## src/rtl/syn_fifo_pkg.sv

```systemverilog
// syn_fifo_pkg: shared types and constants for the synchronous FIFO read-side controller.
// Used by fifo_rd_skid and syn_fifo_rd_ctrl.
package syn_fifo_pkg;

    // Default word width; must match the FIFO the controller drains.
    localparam int unsigned DEFAULT_DATA_W = 128;

    // Number of entries in the output skid buffer.
    localparam int unsigned SKID_DEPTH = 2;

    // Skid occupancy, 0..SKID_DEPTH.
    typedef logic [1:0] occ_t;

    // Read-controller FSM states.
    typedef enum logic [0:0] {
        IDLE   = 1'b0,
        STREAM = 1'b1
    } rd_state_t;

endpackage

```

## src/rtl/fifo_rd_skid.sv

```systemverilog
// fifo_rd_skid: 2-entry valid/ready buffer that absorbs the FIFO's 1-cycle read latency.
// Entry 0 is always the head, so o_data comes straight from a register and stays stable
// while the downstream stalls. Writes and pops in the same cycle keep occupancy unchanged.
module fifo_rd_skid
    import syn_fifo_pkg::*;
#(
    parameter int unsigned DATA_W = DEFAULT_DATA_W
) (
    input  logic              clk,
    input  logic              rst,
    input  logic              wr_en,
    input  logic [DATA_W-1:0] wr_data,
    output logic              o_valid,
    output logic [DATA_W-1:0] o_data,
    input  logic              i_ready,
    output occ_t              occ
);

    logic [DATA_W-1:0] ent0_q, ent0_d;
    logic [DATA_W-1:0] ent1_q, ent1_d;
    occ_t              occ_q, occ_d;
    logic              pop;

    // Head/tail next-state: shift entry 1 into the head on a pop, append writes at the tail.
    always_comb begin
        pop    = o_valid & i_ready;
        ent0_d = ent0_q;
        ent1_d = ent1_q;
        occ_d  = occ_q;
        case (occ_q)
            2'd0: begin
                if (wr_en) begin
                    ent0_d = wr_data;
                    occ_d  = 2'd1;
                end
            end
            2'd1: begin
                if (wr_en && pop) begin
                    ent0_d = wr_data;
                end else if (wr_en) begin
                    ent1_d = wr_data;
                    occ_d  = 2'd2;
                end else if (pop) begin
                    occ_d = 2'd0;
                end
            end
            2'd2: begin
                if (pop) begin
                    ent0_d = ent1_q;
                    if (wr_en) begin
                        ent1_d = wr_data;
                    end else begin
                        occ_d = 2'd1;
                    end
                end
            end
            default: begin
                occ_d = occ_q;
            end
        endcase
    end

    // Buffer registers; reset clears the head so o_data reads all-zeros out of reset.
    always_ff @(posedge clk) begin
        if (rst) begin
            ent0_q <= '0;
            ent1_q <= '0;
            occ_q  <= 2'd0;
        end else begin
            ent0_q <= ent0_d;
            ent1_q <= ent1_d;
            occ_q  <= occ_d;
        end
    end

    assign o_valid = (occ_q != 2'd0);
    assign o_data  = ent0_q;
    assign occ     = occ_q;

    // The controller's credit check must never let a write land on a full, stalled buffer.
    skid_no_overflow_a : assert property (
        @(posedge clk) disable iff (rst) !(wr_en && !pop && (occ_q == 2'd2))
    );

endmodule

```

## src/rtl/syn_fifo_rd_ctrl.sv

```systemverilog
// syn_fifo_rd_ctrl: read-side controller for the synchronous FIFO.
// Drains FIFO words into a 2-entry skid buffer and presents them as a valid/ready stream.
// Build option SYN_FIFO_RD_BATCH_EN: when defined, IDLE waits for the FIFO to leave
// almost-empty or for an idle timeout before streaming; when undefined, any non-empty
// FIFO starts streaming and the timeout logic is not built.
module syn_fifo_rd_ctrl
    import syn_fifo_pkg::*;
#(
    parameter int unsigned DATA_W  = DEFAULT_DATA_W,
    parameter int unsigned TIMEOUT = 16,
    parameter int unsigned TO_W    = 8
) (
    input  logic              clk,
    input  logic              rst,
    output logic              o_rden,
    input  logic [DATA_W-1:0] i_rddata,
    input  logic              i_empty,
    input  logic              i_alm_empty,
    output logic [DATA_W-1:0] o_data,
    output logic              o_valid,
    input  logic              i_ready,
    output logic              o_busy
);

    rd_state_t state_q, state_d;
    logic      inflight_q;
    occ_t      occ;
    logic      pop;
    logic [2:0] used;
    logic      credit;
    logic      go;

    fifo_rd_skid #(
        .DATA_W (DATA_W)
    ) u_skid (
        .clk     (clk),
        .rst     (rst),
        .wr_en   (inflight_q),
        .wr_data (i_rddata),
        .o_valid (o_valid),
        .o_data  (o_data),
        .i_ready (i_ready),
        .occ     (occ)
    );

    // Credit check: buffered + in-flight words, minus this cycle's pop, must leave a free slot.
    always_comb begin
        pop    = o_valid & i_ready;
        used   = {1'b0, occ} + {2'b00, inflight_q};
        credit = (used < 3'd2) | ((used == 3'd2) & pop);
        o_rden = (state_q == STREAM) & ~i_empty & ~rst & credit;
        o_busy = (state_q == STREAM) | (occ != 2'd0) | inflight_q;
    end

`ifdef SYN_FIFO_RD_BATCH_EN
    logic [TO_W-1:0] timer_q, timer_d;
    logic            expired;

    // Start condition and idle timer: count non-empty IDLE cycles, saturating at TIMEOUT-1.
    always_comb begin
        expired = (timer_q == TO_W'(TIMEOUT - 1));
        go      = ~i_empty & (~i_alm_empty | expired);
        timer_d = timer_q;
        if ((state_q != IDLE) || i_empty || go) begin
            timer_d = '0;
        end else if (!expired) begin
            timer_d = timer_q + TO_W'(1);
        end
    end

    // Idle timer register.
    always_ff @(posedge clk) begin
        if (rst) begin
            timer_q <= '0;
        end else begin
            timer_q <= timer_d;
        end
    end
`else
    // Without batching the FIFO is drained as soon as it holds anything.
    assign go = ~i_empty;

    logic unused_batch;
    assign unused_batch = ^{i_alm_empty, TO_W'(TIMEOUT)};
`endif

    // FSM next state: leave IDLE on the start condition, drop back as soon as the FIFO empties.
    always_comb begin
        state_d = state_q;
        case (state_q)
            IDLE: begin
                if (go) begin
                    state_d = STREAM;
                end
            end
            STREAM: begin
                if (i_empty) begin
                    state_d = IDLE;
                end
            end
            default: begin
                state_d = IDLE;
            end
        endcase
    end

    // State and in-flight flag; a read issued just before reset is dropped with the buffer.
    always_ff @(posedge clk) begin
        if (rst) begin
            state_q    <= IDLE;
            inflight_q <= 1'b0;
        end else begin
            state_q    <= state_d;
            inflight_q <= o_rden;
        end
    end

endmodule

```

## config.mk

```make
export PLATFORM = sky130hd
export DESIGN_NAME = syn_fifo_rd_ctrl
export DESIGN_NICKNAME = d
export VERILOG_FILES = /design/src/rtl/syn_fifo_pkg.sv /design/src/rtl/fifo_rd_skid.sv /design/src/rtl/syn_fifo_rd_ctrl.sv
export SDC_FILE = /design/constraint.sdc
export NUM_CORES = 1
export LEC_CHECK = 0
export CORE_MARGIN = 2
export CORE_UTILIZATION = 30
export DETAILED_ROUTE_END_ITERATION = 12
export PLACE_DENSITY = 0.58
export SLEW_MARGIN = 20
export SYNTH_ARGS = -nofsm -noshare
export SYNTH_HDL_FRONTEND = slang
export SYNTH_SLANG_ARGS = --single-unit
```

## constraint.sdc

```tcl
create_clock -name clk -period 1.7 [get_ports clk]
set_input_delay 0.34 -clock clk [delete_from_list [all_inputs] [get_ports clk]]
set_output_delay 0.34 -clock clk [all_outputs]
set_load 0.01 [all_outputs]
```

==> results of run 1 <==
power by group through the flow:
stage          clock [uW]  sequential [uW]  combinational, uW
6_report             6830             6280               1570
5_1_grt              7230             6290               1680
4_1_cts              7000             6270               1330
3_5_place_dp            0             6400               1370
3_3_place_gp            0             6400               1360
2_1_floorplan           0             6450                590
worst max-delay path: cells and delay by family, from the launching register on:
| family | cells | cell delay [ps] |
|---|---|---|
| and+or+nand+nor | 2 | 560 |
| DFF | 1 | 340 |
| buffers and inverters | 2 | 270 |
cells by family (layout without fill, tap and decap cells):
logic type | Yosys count | in the layout | synth area share (%)
adder cells (fa/ha/maj) | 3 | 3 | 0.305
buffers and inverters | 131 | 465 | 6.44
multiplexers | 256 | 256 | 20.8
flip-flops | 260 | 260 | 42.3
AND/OR/NAND/NOR | 273 | 273 | 13.8
AO/OA/AOI/OAI | 263 | 266 | 16.4
metal layers:
layer	up-vias	GRT usage [%]	share of wire, %
li1	4941	-	-
met1	5086	21.8	45
met2	224	27.2	48
met3	59	3.53	5.0
met4	2	3.57	1.9
met5	-	0	0.026
area by class of cell:
cell class / count / area [um2] / share of cell area (%)
multi-input cells: 798 / 7360 / 38.4
flip-flops and latches: 260 / 5210 / 27.2
repair buffers: 407 / 4840 / 25.3
clock buffers: 48 / 960 / 5.01
well taps: 532 / 666 / 3.48
clock inverters: 8 / 98.8 / 0.516
inverters: 2 / 7.51 / 0.0392
per-stage QoR:
stage                     power [uW]  TNS (ps)  cells  util, %  hold WS, ps
final                          14700    -35060   2055     47.1         88.0
after global routing           15200    -47860   2055     47.1         69.7
after CTS                      14600     -5510   1987     41.6         42.7
after detailed placement        7780    -87420   1927     39.0          454
after global placement          7760    -83940   1927     39.0          458
after floorplan                 7040         0   1186        -          424
flip-flops by register name, summed over array words and instances, names as in the netlist:
| register | flops |
|---|---|
| u_skid.o_data | 128 |
| state_q | 1 |
| u_skid.ent1_q | 128 |
| u_skid.occ | 2 |
| inflight_q | 1 |
timing repair:
| item | 4_1_cts | 5_1_grt |
|---|---|---|
| pin swaps | 10 | 64 |
| gates resized for setup | 166 | 249 |
| hold endpoints to repair | 1 | 0 |
| buffers inserted | 2 | 31 |
| gates cloned | 2 | 39 |
| endpoints found under the setup margin | 132 | 246 |
| hold buffers | 1 | 0 |
worst max-delay path by stage:
stage,to,slack (ps),cells after the start
floorplan,o_rden,190,6
detailed placement,u_skid.o_data[29],-420,7
finish,o_busy,-340,4
CTS,o_rden,-380,6
global route,o_rden,-420,6
global placement,u_skid.o_data[54],-380,7
cells in the final DEF (no fill, tap or decap), types with 3 or more instances in the layout:
| cell | Yosys | routed |
|---|---|---|
| nand2b_1 | 259 | 257 |
| clkbuf_16 | 0 | 59 |
| a21o_4 | 0 | 4 |
| a211oi_1 | 246 | 82 |
| clkdlybuf4s50_1 | 0 | 130 |
| mux2i_2 | 0 | 10 |
| dfxtp_2 | 0 | 3 |
| buf_12 | 0 | 42 |
| a211oi_2 | 10 | 168 |
| dfxtp_1 | 260 | 257 |
| clkbuf_1 | 45 | 5 |
| clkbuf_8 | 0 | 12 |
| dlygate4sd2_1 | 0 | 128 |
| mux2i_1 | 256 | 246 |
| buf_6 | 25 | 25 |
| a211oi_4 | 0 | 6 |
| nor2_1 | 4 | 3 |
| buf_16 | 0 | 3 |
| buf_8 | 0 | 18 |
| buf_4 | 15 | 30 |
| ha_4 | 0 | 3 |
| clkinv_2 | 0 | 3 |
==> flow_metrics.py, run 1 <==
metrics = {
    "worst_setup_path": {
        "crit-reg2reg-launch": "u_skid.occ[0]",
        "crit_chain": "buf_6, or2_4, or3_1, buf_2",
        "critPathMaxStageDelay_ps": 340,
        "r2r_setup_slack_ps": -260,
        "cp_slowest_cell": "dfxtp_2",
        "startpoint": "u_skid.occ[0]",
        "required_ps": 1360,
        "critPathKind": "reg -> out",
        "crit_path_start_kind": "flop",
        "cp.arrival_ps": 1700,
        "r2r-end": "u_skid.ent1_q[16]",
        "critPathMaxFanout": 3,
        "reg2regPathDepth": 8,
        "end_kind": "primary output",
    },
    "grt": {
        "grt_max_degree": 116,
        "grt_pass1_wl_um": 55600,
        "antenna_found_initial": 1,
        "grt_overflow": 0,
        "grt_pass1_vias": 9723,
        "grt_usage_pct": 16.4,
    },
    "floorplanning": {
        "rows": 74,
        "die_h_um": 207,
        "die_area_mm2": 0.0427,
        "fp.coreArea_mm2": 0.0406,
        "io_pins": 264,
        "start_util_pct": 30.3,
        "fp.dieW_um": 207,
    },
    "yosys": {
        "synth_area_leader_cell": "dfxtp_1",
        "synth_top_area_share_pct": 42.3,
        "seq_area_frac_synth_pct": 42.3,
        "syn_inst": 1186,
        "syn_area_per_cell_um2": 10.4,
        "synth-main-ff-cell": "dfxtp_1",
        "async_flop_share_pct": 0,
        "yosys_warnings": 0,
        "syn_area_mm2": 0.0123,
        "ys_ff_latch": 260,
        "netlist_top_cells_area": "dfxtp_1 (42%), mux2i_1 (21%), a211oi_1 (15%)",
        "yosysMostFrequentCell": "dfxtp_1",
        "ys_types": 25,
        "syn_nets": 1322,
        "synth_edf_count": 0,
        "synth_common_cells": "dfxtp_1 (260), nand2b_1 (259), mux2i_1 (256), a211oi_1 (246), clkbuf_1 (45)",
    },
    "min_path": {
        "hold_start": "rst",
        "hold_path.class": "in -> reg",
        "worstHoldEndpoint": "inflight_q",
        "holdPathStages": 4,
    },
    "place": {
        "routabilityCongestion": 0.740,
        "io_buffers": 262,
        "dpl.hpwl_um": 23400,
        "place_ws_ps": -422,
        "place_area_mm2": 0.0159,
    },
    "status": {
        "outcome": "finished, violations left",
        "violations": "setup timing",
    },
    "cts": {
        "cts_inserted_buffers": 31,
        "h-tree-depth": 1,
        "clk_latency_ps": 560,
        "clkTransAtPathRegs_ps": 50,
        "cts_buffer_depth": 3,
        "cts_sinks": 260,
        "clockRootBuffer": "clkbuf_16",
        "tritoncts": "done",
    },
    "detailed_routing": {
        "firstDrtPassIters": 4,
        "first_iter_violations": 495,
        "drc": 0,
        "postRouteAntennaNets": 0,
        "wl_per_cell_um": 20.7,
        "via_per_inst": 5.02,
        "vias": 10312,
        "routed_wl_um": 42600,
    },
    "layout": {
        "layout-drive-gt1-share_pct": 26.5,
        "final_nets": 1636,
        "diodes": 0,
        "num-fill-cells": 3742,
        "finalInstanceArea_mm2": 0.0191,
        "areaGrowthSynthToFinish_pct": 55.5,
    },
    "timing": {
        "layout_min_cycle_time_ps": 2040,
        "setup_viol": 254,
        "layout_setup_ws_ps": -344,
        "min_period_over_period_pct": 120,
        "relSlewSlack_pct": 65.3,
        "clock-skew-final_ps": 12.2,
        "final_max_slew_viol_count": 0,
        "hold_viol": 0,
        "worst_pin_slew_ps": 520,
        "rsz0062_at_grt": "yes",
        "fmax_mhz": 489,
    },
    "power": {
        "leakagePower_uw": 0.00786,
        "powerDensity_mw_per_mm2": 767,
        "p_int_uw": 11200,
        "clkPwrFrac_pct": 46.5,
        "p_switching_uw": 3470,
        "switching_share_pct": 23.7,
        "peakVddDrop_mv": 0.662,
        "seq_power_share_pct": 42.8,
        "p_comb_share_pct": 10.7,
    },
    "run": {
        "maxCapViolations": 0,
    },
}
Power figures use the tool's default switching activity.
==> run 2: changes to the inputs <==
- REMOVE_ABC_BUFFERS: default -> 1
==> run 2 against run 1 <==
Against the previous run:
- the run still ends with setup timing left
- wire length fell by 1.5%
- sequential cell count stayed put
- total power shrank 2.7%
- largest cell class unchanged
- critical path type unchanged
- via count fell by 2.0%
- clock power shrank 4.0%
- clock skew increased by 8.6 ps
==> flow_metrics.py, run 2 (same netlist as run 1, synthesis figures left out) <==
metrics = {
    "worst_setup_path": {
        "crit_path_start_kind": "flop",
        "r2r-end": "u_skid.ent1_q[78]",
        "critPathKind": "reg -> out",
        "cp-endpoint": "o_rden",
        "crit-reg2reg-launch": "u_skid.occ[0]",
        "startpoint": "u_skid.occ[0]",
        "reg2regPathDepth": 7,
        "r2r_setup_slack_ps": -110,
        "end_kind": "primary output",
        "required_ps": 1360,
        "cp.arrival_ps": 1730,
        "critPathMaxFanout": 2,
    },
    "power": {
        "powerDensity_mw_per_mm2": 784,
        "p_comb_share_pct": 10.1,
        "seq_power_share_pct": 43.9,
        "switching_share_pct": 23.7,
        "p_switching_uw": 3390,
        "p_int_uw": 10900,
        "leakagePower_uw": 0.00759,
        "peakVddDrop_mv": 0.688,
        "clkPwrFrac_pct": 45.9,
    },
    "layout": {
        "finalInstanceArea_mm2": 0.0182,
        "layout-drive-gt1-share_pct": 18.5,
        "most-common-layout-cells": "dfxtp_1 (258), nand2b_1 (257), mux2i_1 (251), a211oi_1 (165), clkdlybuf4s50_1 (130)",
        "final_nets": 1605,
        "num-fill-cells": 3854,
        "areaGrowthSynthToFinish_pct": 47.9,
        "mostFrequentLayoutCell": "dfxtp_1",
        "diodes": 0,
    },
    "place": {
        "io_buffers": 262,
        "place_ws_ps": -339,
        "routabilityCongestion": 0.715,
        "place_area_mm2": 0.0157,
        "dpl.hpwl_um": 22800,
    },
    "min_path": {
        "hold_start": "rst",
        "hold_path.class": "in -> reg",
    },
    "detailed_routing": {
        "vias": 10110,
        "routed_wl_um": 41900,
        "via_per_inst": 5.00,
        "firstDrtPassIters": 7,
        "wl_per_cell_um": 20.7,
        "postRouteAntennaNets": 0,
        "drc": 0,
        "first_iter_violations": 423,
    },
    "floorplanning": {
        "die_h_um": 207,
        "rows": 74,
        "start_util_pct": 30.3,
        "die_area_mm2": 0.0427,
        "io_pins": 264,
        "fp.dieW_um": 207,
        "fp.coreArea_mm2": 0.0406,
    },
    "grt": {
        "grt_pass1_wl_um": 55500,
        "grt_overflow": 0,
        "grt_usage_pct": 16.3,
        "grt_pass1_vias": 9828,
        "grt_max_degree": 94,
        "antenna_found_initial": 1,
    },
    "timing": {
        "clock-skew-final_ps": 20.8,
        "rsz0062_at_grt": "yes",
        "final_max_slew_viol_count": 0,
        "relSlewSlack_pct": 75.5,
        "min_period_over_period_pct": 122,
        "layout_min_cycle_time_ps": 2070,
        "layout_setup_ws_ps": -369,
        "setup_viol": 174,
        "worst_pin_slew_ps": 368,
        "fmax_mhz": 483,
        "hold_viol": 0,
    },
    "cts": {
        "cts_inserted_buffers": 30,
        "clk_latency_ps": 570,
        "cts_sinks": 260,
        "clockRootBuffer": "clkbuf_16",
        "cts_buffer_depth": 3,
        "h-tree-depth": 1,
        "tritoncts": "done",
        "clkTransAtPathRegs_ps": 60,
    },
    "status": {
        "violations": "setup timing",
        "outcome": "finished, violations left",
    },
    "run": {
        "maxCapViolations": 0,
    },
}
==> run 2: cell types whose count changed in the layout (fill, tap and decap cells not counted), sizes merged <==
cell / delta
bufinv: -1
a21o: -2
buf: -24
clkinvlp: -1
clkbuf: -5
==> run 2: final cells by class <==
type / count / area, um2 / share of cell area [%]
clock inverter: 6 / 61.3 / 0.337
multi-input combinational: 796 / 6840 / 37.5
tap: 532 / 666 / 3.65
timing repair buffer: 379 / 4500 / 24.7
sequential: 260 / 5210 / 28.6
inverter: 2 / 7.51 / 0.0412
clock buffer: 47 / 936 / 5.14
==> run 2: repair_timing <==
| item | in CTS | in global routing |
|---|---|---|
| buffers inserted | 2 | 22 |
| pin swaps | 7 | 58 |
| gates resized for setup | 151 | 137 |
| hold endpoints to repair | 1 | 0 |
| setup endpoints to repair | 131 | 241 |
| cloned | 0 | 35 |
| hold buffers | 1 | 0 |
==> run 2: how the worst min path moves through the flow <==
| stage | slack (ps) | endpoint | depth (start not counted) |
|---|---|---|---|
| 3_5_place_dp | 460 | u_skid.ent1_q[84] | 2 |
| 6_report | 190 | inflight_q | 5 |
| 5_1_grt | 210 | inflight_q | 5 |
| 4_1_cts | 160 | inflight_q | 5 |
| 2_1_floorplan | 400 | u_skid.o_data[100] | 1 |
| 3_3_place_gp | 460 | u_skid.ent1_q[81] | 2 |
==> run 2: metal layers <==
layer  share of wire (%)  GRT usage (%)  up-vias
met5               0.031              0        -
met4                 2.1           4.13        2
met3                 5.8           4.27       55
met2                  45           26.0      236
met1                  47           21.8     4948
li1                    -              -     4869
==> run 2: critical path, cell delays in order (launching register included) <==
cell     delay [ps]
dfxtp_2         340
ha_4            160
ha_1            170
nor2_1          120
a41oi_2         140
nor2_1          110
buf_2           140
==> run 2: power by group through the flow <==
stage	Sequential (uW)	Clock, uW	Combinational, uW
finish	6280	6560	1450
global route	6290	6970	1560
CTS	6270	6760	1320
detailed placement	6410	0	1390
global placement	6400	0	1370
floorplan	6450	0	480
==> run 2: metrics by stage <==
| step | cells | hold slack (ps) | util, % | setup TNS [ps] | total power [uW] |
|---|---|---|---|---|---|
| after floorplan | 1057 | 405 | - | -1251910 | 6930 |
| after global placement | 1911 | 457 | 38.6 | -67860 | 7770 |
| after detailed placement | 1911 | 462 | 38.6 | -73000 | 7790 |
| after CTS | 1966 | 164 | 40.8 | -1380 | 14400 |
| after global routing | 2022 | 205 | 44.8 | -25930 | 14800 |
| final | 2022 | 194 | 44.8 | -10170 | 14300 |
